<file path="config.mk">
export PLATFORM = sky130hd
export DESIGN_NAME = cp0_unit_flat
export DESIGN_NICKNAME = d
export VERILOG_FILES = /design/src/rtl/cp0_unit_if.sv /design/src/rtl/cp0_unit.sv /design/src/flat_wrapper.sv
export SDC_FILE = /design/constraint.sdc
export NUM_CORES = 1
export LEC_CHECK = 0
export CORE_MARGIN = 3
export CORE_UTILIZATION = 50
export DETAILED_ROUTE_END_ITERATION = 16
export MAX_ROUTING_LAYER = met4
export PLACE_DENSITY = 0.89
export SLEW_MARGIN = 10
export SYNTH_ARGS = -nofsm -noshare
export SYNTH_HDL_FRONTEND = slang
export SYNTH_SLANG_ARGS = --single-unit
</file>
<file path="constraint.sdc">
create_clock -name clk -period 6.89 [get_ports clk]
set_clock_uncertainty 0.05 [all_clocks]
set_input_delay 2.067 -clock clk [delete_from_list [all_inputs] [get_ports clk]]
set_output_delay 2.067 -clock clk [all_outputs]
set_load 0.05 [all_outputs]
</file>
<file path="src/rtl/cp0_unit_if.sv">
// ---------------------------------------------------------------------------
// cp0_unit_if
// Bundles the signals exchanged between the CPU datapath/next-PC logic and
// the coprocessor-0 unit.
//   present_pc  PC of the instruction executing this cycle
//   mtc0        write CP0 register cp0_addr with wdata
//   cp0_addr    register select (9 Count, 11 Compare, 12 Status, 13 Cause, 14 EPC)
//   wdata       mtc0 write data
//   rdata       mfc0 read data (combinational)
//   iseret      current instruction is eret
//   syscall/ri/ov  synchronous exception flags
//   hasexp      take exception this cycle (combinational)
//   cp0_pcout   redirect target: exception vector or saved EPC
// master = CPU side, slave = CP0 side.
// ---------------------------------------------------------------------------
interface cp0_unit_if;
   logic [31:0] present_pc;
   logic        mtc0;
   logic [4:0]  cp0_addr;
   logic [31:0] wdata;
   logic [31:0] rdata;
   logic        iseret;
   logic        syscall;
   logic        ri;
   logic        ov;
   logic        hasexp;
   logic [31:0] cp0_pcout;

   modport master (
      output present_pc, mtc0, cp0_addr, wdata, iseret, syscall, ri, ov,
      input  rdata, hasexp, cp0_pcout
   );

   modport slave (
      input  present_pc, mtc0, cp0_addr, wdata, iseret, syscall, ri, ov,
      output rdata, hasexp, cp0_pcout
   );
endinterface

</file>
<file path="src/rtl/cp0_unit.sv">
// ---------------------------------------------------------------------------
// cp0_unit
// Coprocessor-0 for the single-cycle MIPS CPU: Status, Cause, EPC, Count and
// Compare registers, mtc0/mfc0 access, exception entry/return and the timer
// interrupt.
// Ports:
//   clk       system clock, state updates on rising edge
//   rst_n     asynchronous active-low reset
//   bus       cp0_unit_if.slave (PC, mtc0/mfc0, eret, exception flags,
//             hasexp, cp0_pcout)
//   int_req   level hardware interrupt lines
//   status, cause, epc  register values for debug
// ---------------------------------------------------------------------------
module cp0_unit #(
   parameter logic [31:0] EXC_VECTOR = 32'h0000_0400
) (
   input  logic              clk,
   input  logic              rst_n,
   cp0_unit_if.slave         bus,
   input  logic [5:0]        int_req,
   output logic [31:0]       status,
   output logic [31:0]       cause,
   output logic [31:0]       epc
);

   localparam logic [4:0] ADDR_COUNT   = 5'd9;
   localparam logic [4:0] ADDR_COMPARE = 5'd11;
   localparam logic [4:0] ADDR_STATUS  = 5'd12;
   localparam logic [4:0] ADDR_CAUSE   = 5'd13;
   localparam logic [4:0] ADDR_EPC     = 5'd14;

   localparam logic [4:0] EXC_INT = 5'd0;
   localparam logic [4:0] EXC_RI  = 5'd10;
   localparam logic [4:0] EXC_OV  = 5'd12;
   localparam logic [4:0] EXC_SYS = 5'd8;

   // Winning exception code: Int > RI > Ov > Sys.
   function automatic logic [4:0] exc_code_f(
      input logic int_pend,
      input logic ri_flag,
      input logic ov_flag
   );
      logic [4:0] code;
      if (int_pend) begin
         code = EXC_INT;
      end else if (ri_flag) begin
         code = EXC_RI;
      end else if (ov_flag) begin
         code = EXC_OV;
      end else begin
         code = EXC_SYS;
      end
      return code;
   endfunction

   logic        ie_r;
   logic        exl_r;
   logic [7:0]  im_r;
   logic [1:0]  ip_sw_r;
   logic [4:0]  exc_code_r;
   logic [31:0] epc_r;
   logic [31:0] count_r;
   logic [31:0] compare_r;
   logic        timer_pend_r;

   logic [7:0]  ip_s;
   logic [31:0] status_s;
   logic [31:0] cause_s;
   logic        int_pend_s;
   logic        hasexp_s;
   logic        eret_s;
   logic        wr_en_s;
   logic        wr_count_s;
   logic        wr_compare_s;
   logic        wr_status_s;
   logic        wr_cause_s;
   logic        wr_epc_s;
   logic        ie_nxt_s;
   logic        exl_nxt_s;
   logic [7:0]  im_nxt_s;
   logic [31:0] rdata_s;

   // Register views, pending interrupt and exception/eret/write qualifiers.
   always_comb begin
      // IP[7] merges the timer into hardware line 5; IP[1:0] are software bits.
      ip_s       = {int_req[5] | timer_pend_r, int_req[4:0], ip_sw_r};
      status_s   = {16'h0000, im_r, 6'b00_0000, exl_r, ie_r};
      cause_s    = {16'h0000, ip_s, 1'b0, exc_code_r, 2'b00};
      int_pend_s = ie_r & ~exl_r & (|(ip_s & im_r));
      hasexp_s   = int_pend_s | bus.ri | bus.ov | bus.syscall;
      // Exception entry overrides both eret and any same-cycle mtc0.
      eret_s       = bus.iseret & ~hasexp_s;
      wr_en_s      = bus.mtc0 & ~hasexp_s;
      wr_count_s   = wr_en_s & (bus.cp0_addr == ADDR_COUNT);
      wr_compare_s = wr_en_s & (bus.cp0_addr == ADDR_COMPARE);
      wr_status_s  = wr_en_s & (bus.cp0_addr == ADDR_STATUS);
      wr_cause_s   = wr_en_s & (bus.cp0_addr == ADDR_CAUSE);
      wr_epc_s     = wr_en_s & (bus.cp0_addr == ADDR_EPC);
   end

   // Next Status fields: entry sets EXL, otherwise mtc0 then eret.
   always_comb begin
      ie_nxt_s  = ie_r;
      exl_nxt_s = exl_r;
      im_nxt_s  = im_r;
      if (hasexp_s) begin
         exl_nxt_s = 1'b1;
      end else begin
         if (wr_status_s) begin
            ie_nxt_s  = bus.wdata[0];
            exl_nxt_s = bus.wdata[1];
            im_nxt_s  = bus.wdata[15:8];
         end else begin
            im_nxt_s = im_r;
         end
         if (eret_s) begin
            exl_nxt_s = 1'b0;
         end else begin
            ie_nxt_s = ie_nxt_s;
         end
      end
   end

   // mfc0 read mux over pre-edge register values.
   always_comb begin
      rdata_s = 32'h0000_0000;
      case (bus.cp0_addr)
         ADDR_COUNT:   rdata_s = count_r;
         ADDR_COMPARE: rdata_s = compare_r;
         ADDR_STATUS:  rdata_s = status_s;
         ADDR_CAUSE:   rdata_s = cause_s;
         ADDR_EPC:     rdata_s = epc_r;
         default:      rdata_s = 32'h0000_0000;
      endcase
   end

   assign bus.rdata     = rdata_s;
   assign bus.hasexp    = hasexp_s;
   assign bus.cp0_pcout = eret_s ? epc_r : EXC_VECTOR;
   assign status        = status_s;
   assign cause         = cause_s;
   assign epc           = epc_r;

   // Status register fields.
   always_ff @(posedge clk or negedge rst_n) begin
      if (!rst_n) begin
         ie_r  <= 1'b0;
         exl_r <= 1'b0;
         im_r  <= 8'h00;
      end else begin
         ie_r  <= ie_nxt_s;
         exl_r <= exl_nxt_s;
         im_r  <= im_nxt_s;
      end
   end

   // Cause ExcCode and software interrupt bits.
   always_ff @(posedge clk or negedge rst_n) begin
      if (!rst_n) begin
         exc_code_r <= 5'd0;
         ip_sw_r    <= 2'b00;
      end else begin
         if (hasexp_s) begin
            exc_code_r <= exc_code_f(int_pend_s, bus.ri, bus.ov);
         end
         if (wr_cause_s) begin
            ip_sw_r <= bus.wdata[9:8];
         end
      end
   end

   // EPC: captured only on first-level entry so nested faults keep the return PC.
   always_ff @(posedge clk or negedge rst_n) begin
      if (!rst_n) begin
         epc_r <= 32'h0000_0000;
      end else if (hasexp_s) begin
         if (!exl_r) begin
            epc_r <= bus.present_pc;
         end
      end else if (wr_epc_s) begin
         epc_r <= bus.wdata;
      end
   end

   // Count free-runs; a write replaces that cycle's increment.
   always_ff @(posedge clk or negedge rst_n) begin
      if (!rst_n) begin
         count_r <= 32'h0000_0000;
      end else if (wr_count_s) begin
         count_r <= bus.wdata;
      end else begin
         count_r <= count_r + 32'd1;
      end
   end

   // Compare and timer pending; a Compare write clears and beats a same-cycle match.
   always_ff @(posedge clk or negedge rst_n) begin
      if (!rst_n) begin
         compare_r    <= 32'hFFFF_FFFF;
         timer_pend_r <= 1'b0;
      end else if (wr_compare_s) begin
         compare_r    <= bus.wdata;
         timer_pend_r <= 1'b0;
      end else if (count_r == compare_r) begin
         timer_pend_r <= 1'b1;
      end
   end

endmodule

</file>
<file path="src/flat_wrapper.sv">
// flat-port wrapper written by rule: the top's interface ports become plain ports
module cp0_unit_flat 
#(
   parameter logic [31:0] EXC_VECTOR = 32'h0000_0400
)
  (clk, rst_n, int_req, status, cause, epc, bus_present_pc, bus_mtc0, bus_cp0_addr, bus_wdata, bus_iseret, bus_syscall, bus_ri, bus_ov, bus_rdata, bus_hasexp, bus_cp0_pcout);
  cp0_unit_if bus_i ();
  input  logic clk;
  input  logic rst_n;
  input  logic [5:0] int_req;
  output logic [31:0] status;
  output logic [31:0] cause;
  output logic [31:0] epc;
  input wire logic [$bits(bus_i.present_pc)-1:0] bus_present_pc;
  input wire logic [$bits(bus_i.mtc0)-1:0] bus_mtc0;
  input wire logic [$bits(bus_i.cp0_addr)-1:0] bus_cp0_addr;
  input wire logic [$bits(bus_i.wdata)-1:0] bus_wdata;
  input wire logic [$bits(bus_i.iseret)-1:0] bus_iseret;
  input wire logic [$bits(bus_i.syscall)-1:0] bus_syscall;
  input wire logic [$bits(bus_i.ri)-1:0] bus_ri;
  input wire logic [$bits(bus_i.ov)-1:0] bus_ov;
  output wire logic [$bits(bus_i.rdata)-1:0] bus_rdata;
  output wire logic [$bits(bus_i.hasexp)-1:0] bus_hasexp;
  output wire logic [$bits(bus_i.cp0_pcout)-1:0] bus_cp0_pcout;
  assign bus_i.present_pc = bus_present_pc;
  assign bus_i.mtc0 = bus_mtc0;
  assign bus_i.cp0_addr = bus_cp0_addr;
  assign bus_i.wdata = bus_wdata;
  assign bus_i.iseret = bus_iseret;
  assign bus_i.syscall = bus_syscall;
  assign bus_i.ri = bus_ri;
  assign bus_i.ov = bus_ov;
  assign bus_rdata = bus_i.rdata;
  assign bus_hasexp = bus_i.hasexp;
  assign bus_cp0_pcout = bus_i.cp0_pcout;
  cp0_unit #(.EXC_VECTOR(EXC_VECTOR)) u_core (.clk(clk), .rst_n(rst_n), .bus(bus_i), .int_req(int_req), .status(status), .cause(cause), .epc(epc));
endmodule
</file>
==> report_table.html, run 1 <==
<table>
<tr><th>Metric</th><th>Value</th></tr>
<tr><th colspan="2">Power and ir drop</th></tr>
<tr><td>Worst vdd ir</td><td>0.156 mV</td></tr>
<tr><td>Pwr dens</td><td>about 240 nW/um^2</td></tr>
<tr><td>Leakage</td><td>between 0.004 and 0.005 uW</td></tr>
<tr><th colspan="2">Logic synthesis</th></tr>
<tr><td>Async set-or-reset flop fraction in the synthesized netlist</td><td>1.00</td></tr>
<tr><td>Count leader, synth</td><td>sky130_fd_sc_hd__dfrtp_1</td></tr>
<tr><td>Largest cells by area after synthesis</td><td>sky130_fd_sc_hd__dfrtp_1 29%, sky130_fd_sc_hd__dfstp_2 12%, sky130_fd_sc_hd__mux2_2 6.5%</td></tr>
<tr><td>Post-Syn Area per Cell</td><td>a little over 10 sq um</td></tr>
<tr><td>Total number of yosys warnings</td><td>0</td></tr>
<tr><td>Dominant register cell in the synthesized netlist</td><td>sky130_fd_sc_hd__dfrtp_1</td></tr>
<tr><td>Portion of netlist area occupied by mux cells</td><td>0.104</td></tr>
<tr><td>Sequential share of the synthesized area</td><td>0.413</td></tr>
<tr><td>Synth Area in Compound Gates</td><td>0.136</td></tr>
<tr><td>Commonest cells post-synth</td><td>80 x sky130_fd_sc_hd__dfrtp_1, 62 x sky130_fd_sc_hd__and2_1, 50 x sky130_fd_sc_hd__buf_4, 45 x sky130_fd_sc_hd__nor2_1, 44 x sky130_fd_sc_hd__xnor2_1</td></tr>
<tr><td>Main combinational cell family by area after synthesis</td><td>simple AND/OR/NAND/NOR gates</td></tr>
<tr><td>Synthesized area</td><td>between 6000 and 7000 sq um</td></tr>
<tr><td>Simple-gate portion of the synthesized area</td><td>0.168</td></tr>
<tr><td>Number of synthesized register bits</td><td>112</td></tr>
<tr><td>Yosys top cell area share</td><td>0.291</td></tr>
<tr><td>Number of unique standard cell types used by synthesis</td><td>57</td></tr>
<tr><td>Synthesized instance count</td><td>just under 700</td></tr>
<tr><td>Count of flip-flops with a built-in enable after synthesis</td><td>0</td></tr>
<tr><td>Xor and xnor area share after synthesis</td><td>0.0776</td></tr>
<tr><td>Largest area contributor in the netlist</td><td>sky130_fd_sc_hd__dfrtp_1</td></tr>
<tr><td>Adder-cell share of the synthesized area</td><td>0.00182</td></tr>
<tr><th colspan="2">Global route</th></tr>
<tr><td>GRT met2 Usage</td><td>0.477</td></tr>
<tr><td>Wire length of the first global-routing pass</td><td>about 34000 microns</td></tr>
<tr><td>Initial antenna violation count</td><td>0</td></tr>
<tr><td>Met1 Track Usage GR</td><td>0.383</td></tr>
<tr><td>Layer with the highest usage</td><td>met2</td></tr>
<tr><td>Sum of overflow across all layers after global routing</td><td>0</td></tr>
<tr><td>Met3 Use GR</td><td>0.0393</td></tr>
<tr><td>Maximum number of pins on one net before global-route repair</td><td>between 60 and 70</td></tr>
<tr><td>Global-route usage over all layers</td><td>0.295</td></tr>
<tr><td>Number of global-route vias before repair</td><td>6230</td></tr>
<tr><th colspan="2">Clock tree</th></tr>
<tr><td>Clock latency reported for the late side of the worst-skew pair</td><td>around 360 ps</td></tr>
<tr><td>Post-CTS setup buffers</td><td>0</td></tr>
<tr><td>Bufs on Longest Clock Path</td><td>2</td></tr>
<tr><td>TritonCTS Buffers</td><td>9</td></tr>
<tr><td>Root Buffer Master</td><td>sky130_fd_sc_hd__clkbuf_16</td></tr>
<tr><td>Number of gates resized after CTS</td><td>0</td></tr>
<tr><td>Count of H-tree levels built during CTS</td><td>3</td></tr>
<tr><td>Post-CTS Hold Buffers</td><td>0</td></tr>
<tr><td>Clock Pin Slew Worst Setup and Hold Paths</td><td>about 80 ps</td></tr>
<tr><td>CTS sink cnt</td><td>between 100 and 150</td></tr>
<tr><td>CTS tree</td><td>built</td></tr>
<tr><th colspan="2">STA</th></tr>
<tr><td>Sum Neg Setup Slack</td><td>0 ps</td></tr>
<tr><td>Final slew viol count</td><td>0</td></tr>
<tr><td>Worst-margin pin slew</td><td>around 1100 ps</td></tr>
<tr><td>Setup repair after global routing missed its margin</td><td>false</td></tr>
<tr><td>Final-layout worst hold slack</td><td>a little under 500 ps</td></tr>
<tr><td>Time the final worst path needs with I/O delays and setup</td><td>about 6300 ps</td></tr>
<tr><td>Headroom to the max-slew limit</td><td>0.255</td></tr>
<tr><td>Hold Violations, Final</td><td>0</td></tr>
<tr><td>Maximum clock frequency</td><td>158 MHz</td></tr>
<tr><td>Total setup violations reported at the end of the flow</td><td>0</td></tr>
<tr><td>Period utilisation layout</td><td>0.921</td></tr>
<tr><th colspan="2">Setup path</th></tr>
<tr><td>Worst-case reg-to-reg path depth</td><td>6</td></tr>
<tr><td>Element type at the critical path start</td><td>input port</td></tr>
<tr><td>Nature of the critical path endpoint</td><td>output port</td></tr>
<tr><td>Startpoint of the most critical register-to-register path</td><td>u_core.count_r[0]$_DFF_PN0_</td></tr>
<tr><td>Worst setup path class</td><td>input port to output port</td></tr>
<tr><td>Required arrival time at the worst endpoint</td><td>approximately 4800 ps</td></tr>
<tr><td>Endpoint of the lowest-slack register-to-register path</td><td>u_core.count_r[16]$_DFF_PN0_</td></tr>
<tr><td>Data arrival time of the worst path</td><td>4230 ps</td></tr>
<tr><td>Worst setup slack for register-to-register paths</td><td>4080 ps</td></tr>
<tr><td>Largest fanout on the critical path</td><td>6</td></tr>
<tr><th colspan="2">Floorplanning</th></tr>
<tr><td>Die outline height</td><td>~120 microns</td></tr>
<tr><td>Area enclosed by the die boundary</td><td>between 15000 and 20000 sq um</td></tr>
<tr><td>Standard-cell rows</td><td>42</td></tr>
<tr><td>Io pins</td><td>roughly 240</td></tr>
<tr><td>Area of the placeable core</td><td>between 10000 and 15000 sq um</td></tr>
<tr><td>Horizontal die dimension</td><td>123 microns</td></tr>
<tr><td>Initial standard-cell utilization of the core</td><td>0.516</td></tr>
<tr><th colspan="2">Min path</th></tr>
<tr><td>Type of the worst min-delay path</td><td>flop to flop</td></tr>
<tr><td>Cells on Worst Hold Path</td><td>2</td></tr>
<tr><td>Beginning of the worst hold path</td><td>u_core.exc_code_r[3]$_DFFE_PN0N_</td></tr>
<tr><td>End point of the worst hold path</td><td>u_core.exc_code_r[3]$_DFFE_PN0N_</td></tr>
<tr><th colspan="2">Final layout</th></tr>
<tr><td>Antenna diode count</td><td>0</td></tr>
<tr><td>Finished Layout Cells</td><td>about 1k</td></tr>
<tr><td>Area overhead of the layout relative to synthesis</td><td>41.7%</td></tr>
<tr><td>Footprint of the multi-input gates</td><td>roughly 3600 sq um</td></tr>
<tr><td>Total number of nets in the final design</td><td>just over 900</td></tr>
<tr><td>Register area</td><td>between 2000 and 3000 sq um</td></tr>
<tr><td>Filler cell count</td><td>899</td></tr>
<tr><td>Layout cell share with drive strength beyond 1</td><td>0.221</td></tr>
<tr><th colspan="2">Detailed routing</th></tr>
<tr><td>Initial drt markers</td><td>between 800 and 900</td></tr>
<tr><td>First-pass iteration count of the detailed router</td><td>6</td></tr>
<tr><td>Routed vias</td><td>6071</td></tr>
<tr><td>Average vias per placed instance</td><td>roughly 6</td></tr>
<tr><td>Post-route DRC</td><td>0</td></tr>
<tr><td>Routed wire length per instance</td><td>about 21 microns</td></tr>
<tr><td>Antenna-violating nets left</td><td>0</td></tr>
<tr><td>Drt total wl</td><td>21600 microns</td></tr>
<tr><th colspan="2">Place</th></tr>
<tr><td>Final GP Congestion</td><td>~0.90</td></tr>
<tr><td>Placed Instances</td><td>~1.0k</td></tr>
<tr><td>HPWL after detailed placement</td><td>15300 microns</td></tr>
<tr><td>PortBufs</td><td>slightly below 200</td></tr>
<tr><th colspan="2">Run</th></tr>
<tr><td>Count of max-cap constraint violations</td><td>0</td></tr>
<tr><th colspan="2">Status</th></tr>
<tr><td>Result of the run</td><td>complete, no violations</td></tr>
</table>
[cell usage in the layout (no fill, tap or decap), types with 7 or more instances in the layout]
cell | Yosys | final
sky130_fd_sc_hd__dfstp_2 | 32 | 32
sky130_fd_sc_hd__mux2i_1 | 22 | 22
sky130_fd_sc_hd__and2_1 | 62 | 63
sky130_fd_sc_hd__xnor2_1 | 44 | 44
sky130_fd_sc_hd__clkbuf_16 | 0 | 9
sky130_fd_sc_hd__nand2_1 | 18 | 18
sky130_fd_sc_hd__and3_1 | 8 | 8
sky130_fd_sc_hd__mux2_2 | 40 | 40
sky130_fd_sc_hd__nand3_1 | 12 | 12
sky130_fd_sc_hd__o221ai_1 | 7 | 7
sky130_fd_sc_hd__a22oi_1 | 8 | 7
sky130_fd_sc_hd__nand4_1 | 20 | 20
sky130_fd_sc_hd__a222oi_1 | 20 | 20
sky130_fd_sc_hd__o21ai_0 | 7 | 7
sky130_fd_sc_hd__buf_4 | 50 | 17
sky130_fd_sc_hd__clkdlybuf4s50_1 | 0 | 134
sky130_fd_sc_hd__xor2_1 | 17 | 17
sky130_fd_sc_hd__inv_1 | 23 | 23
sky130_fd_sc_hd__buf_12 | 0 | 63
sky130_fd_sc_hd__dfrtp_1 | 80 | 80
sky130_fd_sc_hd__conb_1 | 1 | 43
sky130_fd_sc_hd__a21oi_1 | 32 | 31
sky130_fd_sc_hd__a221o_1 | 32 | 32
sky130_fd_sc_hd__nor2_1 | 45 | 42
[power breakdown]
group          leakage (uW)  total (uW)  switching (uW)  internal (uW)
combinational       0.00263         804             470            334
clock              0.000155         557             244            312
sequential          0.00134         972             193            779
[cells by family (layout without fill, tap and decap cells)]
logic type / after synthesis / in the layout
AO/OA/AOI/OAI: 118 / 118
XOR/XNOR: 61 / 61
adder cells (fa/ha/maj): 1 / 1
buffers and inverters: 125 / 253
flip-flops: 112 / 112
multiplexers: 66 / 66
other: 1 / 43
AND/OR/NAND/NOR: 196 / 196
[through the flow]
stage	power, uW	worst slack [ps]	utilization	instance area, sq um
6_report	2330	543	0.731	9760
5_1_grt	2420	463	0.731	9760
4_1_cts	2330	585	0.731	9760
3_5_place_dp	1770	584	0.707	9440
3_3_place_gp	1750	634	0.707	9440
2_1_floorplan	1480	778	-	7050
[critical path, stage by stage]
cell                              delay, ps
sky130_fd_sc_hd__clkdlybuf4s50_1        460
sky130_fd_sc_hd__a22oi_1                320
sky130_fd_sc_hd__and3_1                 330
sky130_fd_sc_hd__a21bo_2                230
sky130_fd_sc_hd__nand2_1                 80
sky130_fd_sc_hd__clkdlybuf4s50_1        740
[how the worst max path moves through the flow]
stage,endpoint,start
finish,bus_hasexp,int_req[4]
global route,bus_cp0_pcout[6],int_req[3]
CTS,bus_hasexp,int_req[0]
detailed placement,bus_hasexp,int_req[0]
global placement,bus_hasexp,int_req[0]
floorplan,bus_rdata[5],bus_cp0_addr[2]
[per-layer routing]
layer | share of wire | up-vias | routed length, microns
met5 | 0 | - | 0
met1 | 0.39 | 3013 | 8470
met2 | 0.50 | 339 | 10900
met3 | 0.079 | 42 | 1720
met4 | 0.026 | 0 | 555
li1 | - | 2677 | -
[final cells by class]
cell class | count | area share
Multi-Input combinational cell | 485 | 0.365
Clock inverter | 4 | 0.00526
Inverter | 23 | 0.00885
Timing Repair Buffer | 214 | 0.280
Sequential cell | 112 | 0.291
Tap cell | 176 | 0.0226
Clock buffer | 12 | 0.0273
[sequential cells by signal, summed over array words and instances, names as in the netlist]
| register | cells |
|---|---|
| u_core.compare_r | 32 |
| u_core.count_r | 32 |
| u_core.epc | 32 |
| u_core.exc_code_r | 3 |
| u_core.exl_r | 1 |
| u_core.ie_r | 1 |
| u_core.im_r | 8 |
| u_core.ip_sw_r | 2 |
| u_core.timer_pend_r | 1 |
No activity file was read; power rests on OpenSTA's default activity.
==> inputs of run 2 (changes only) <==
CAP_MARGIN = 10   (was default)
CTS_BUF_LIST = sky130_fd_sc_hd__clkbuf_4 sky130_fd_sc_hd__clkbuf_8 sky130_fd_sc_hd__clkbuf_16   (was default)
==> results of run 2 <==
No change in the layout: final DEF, timing and power equal those of run 1.
==> inputs of run 3 (changes only) <==
SLEW_MARGIN = default   (was 10)
==> results of run 3 <==
No change in the layout: final DEF, timing and power equal those of run 1.
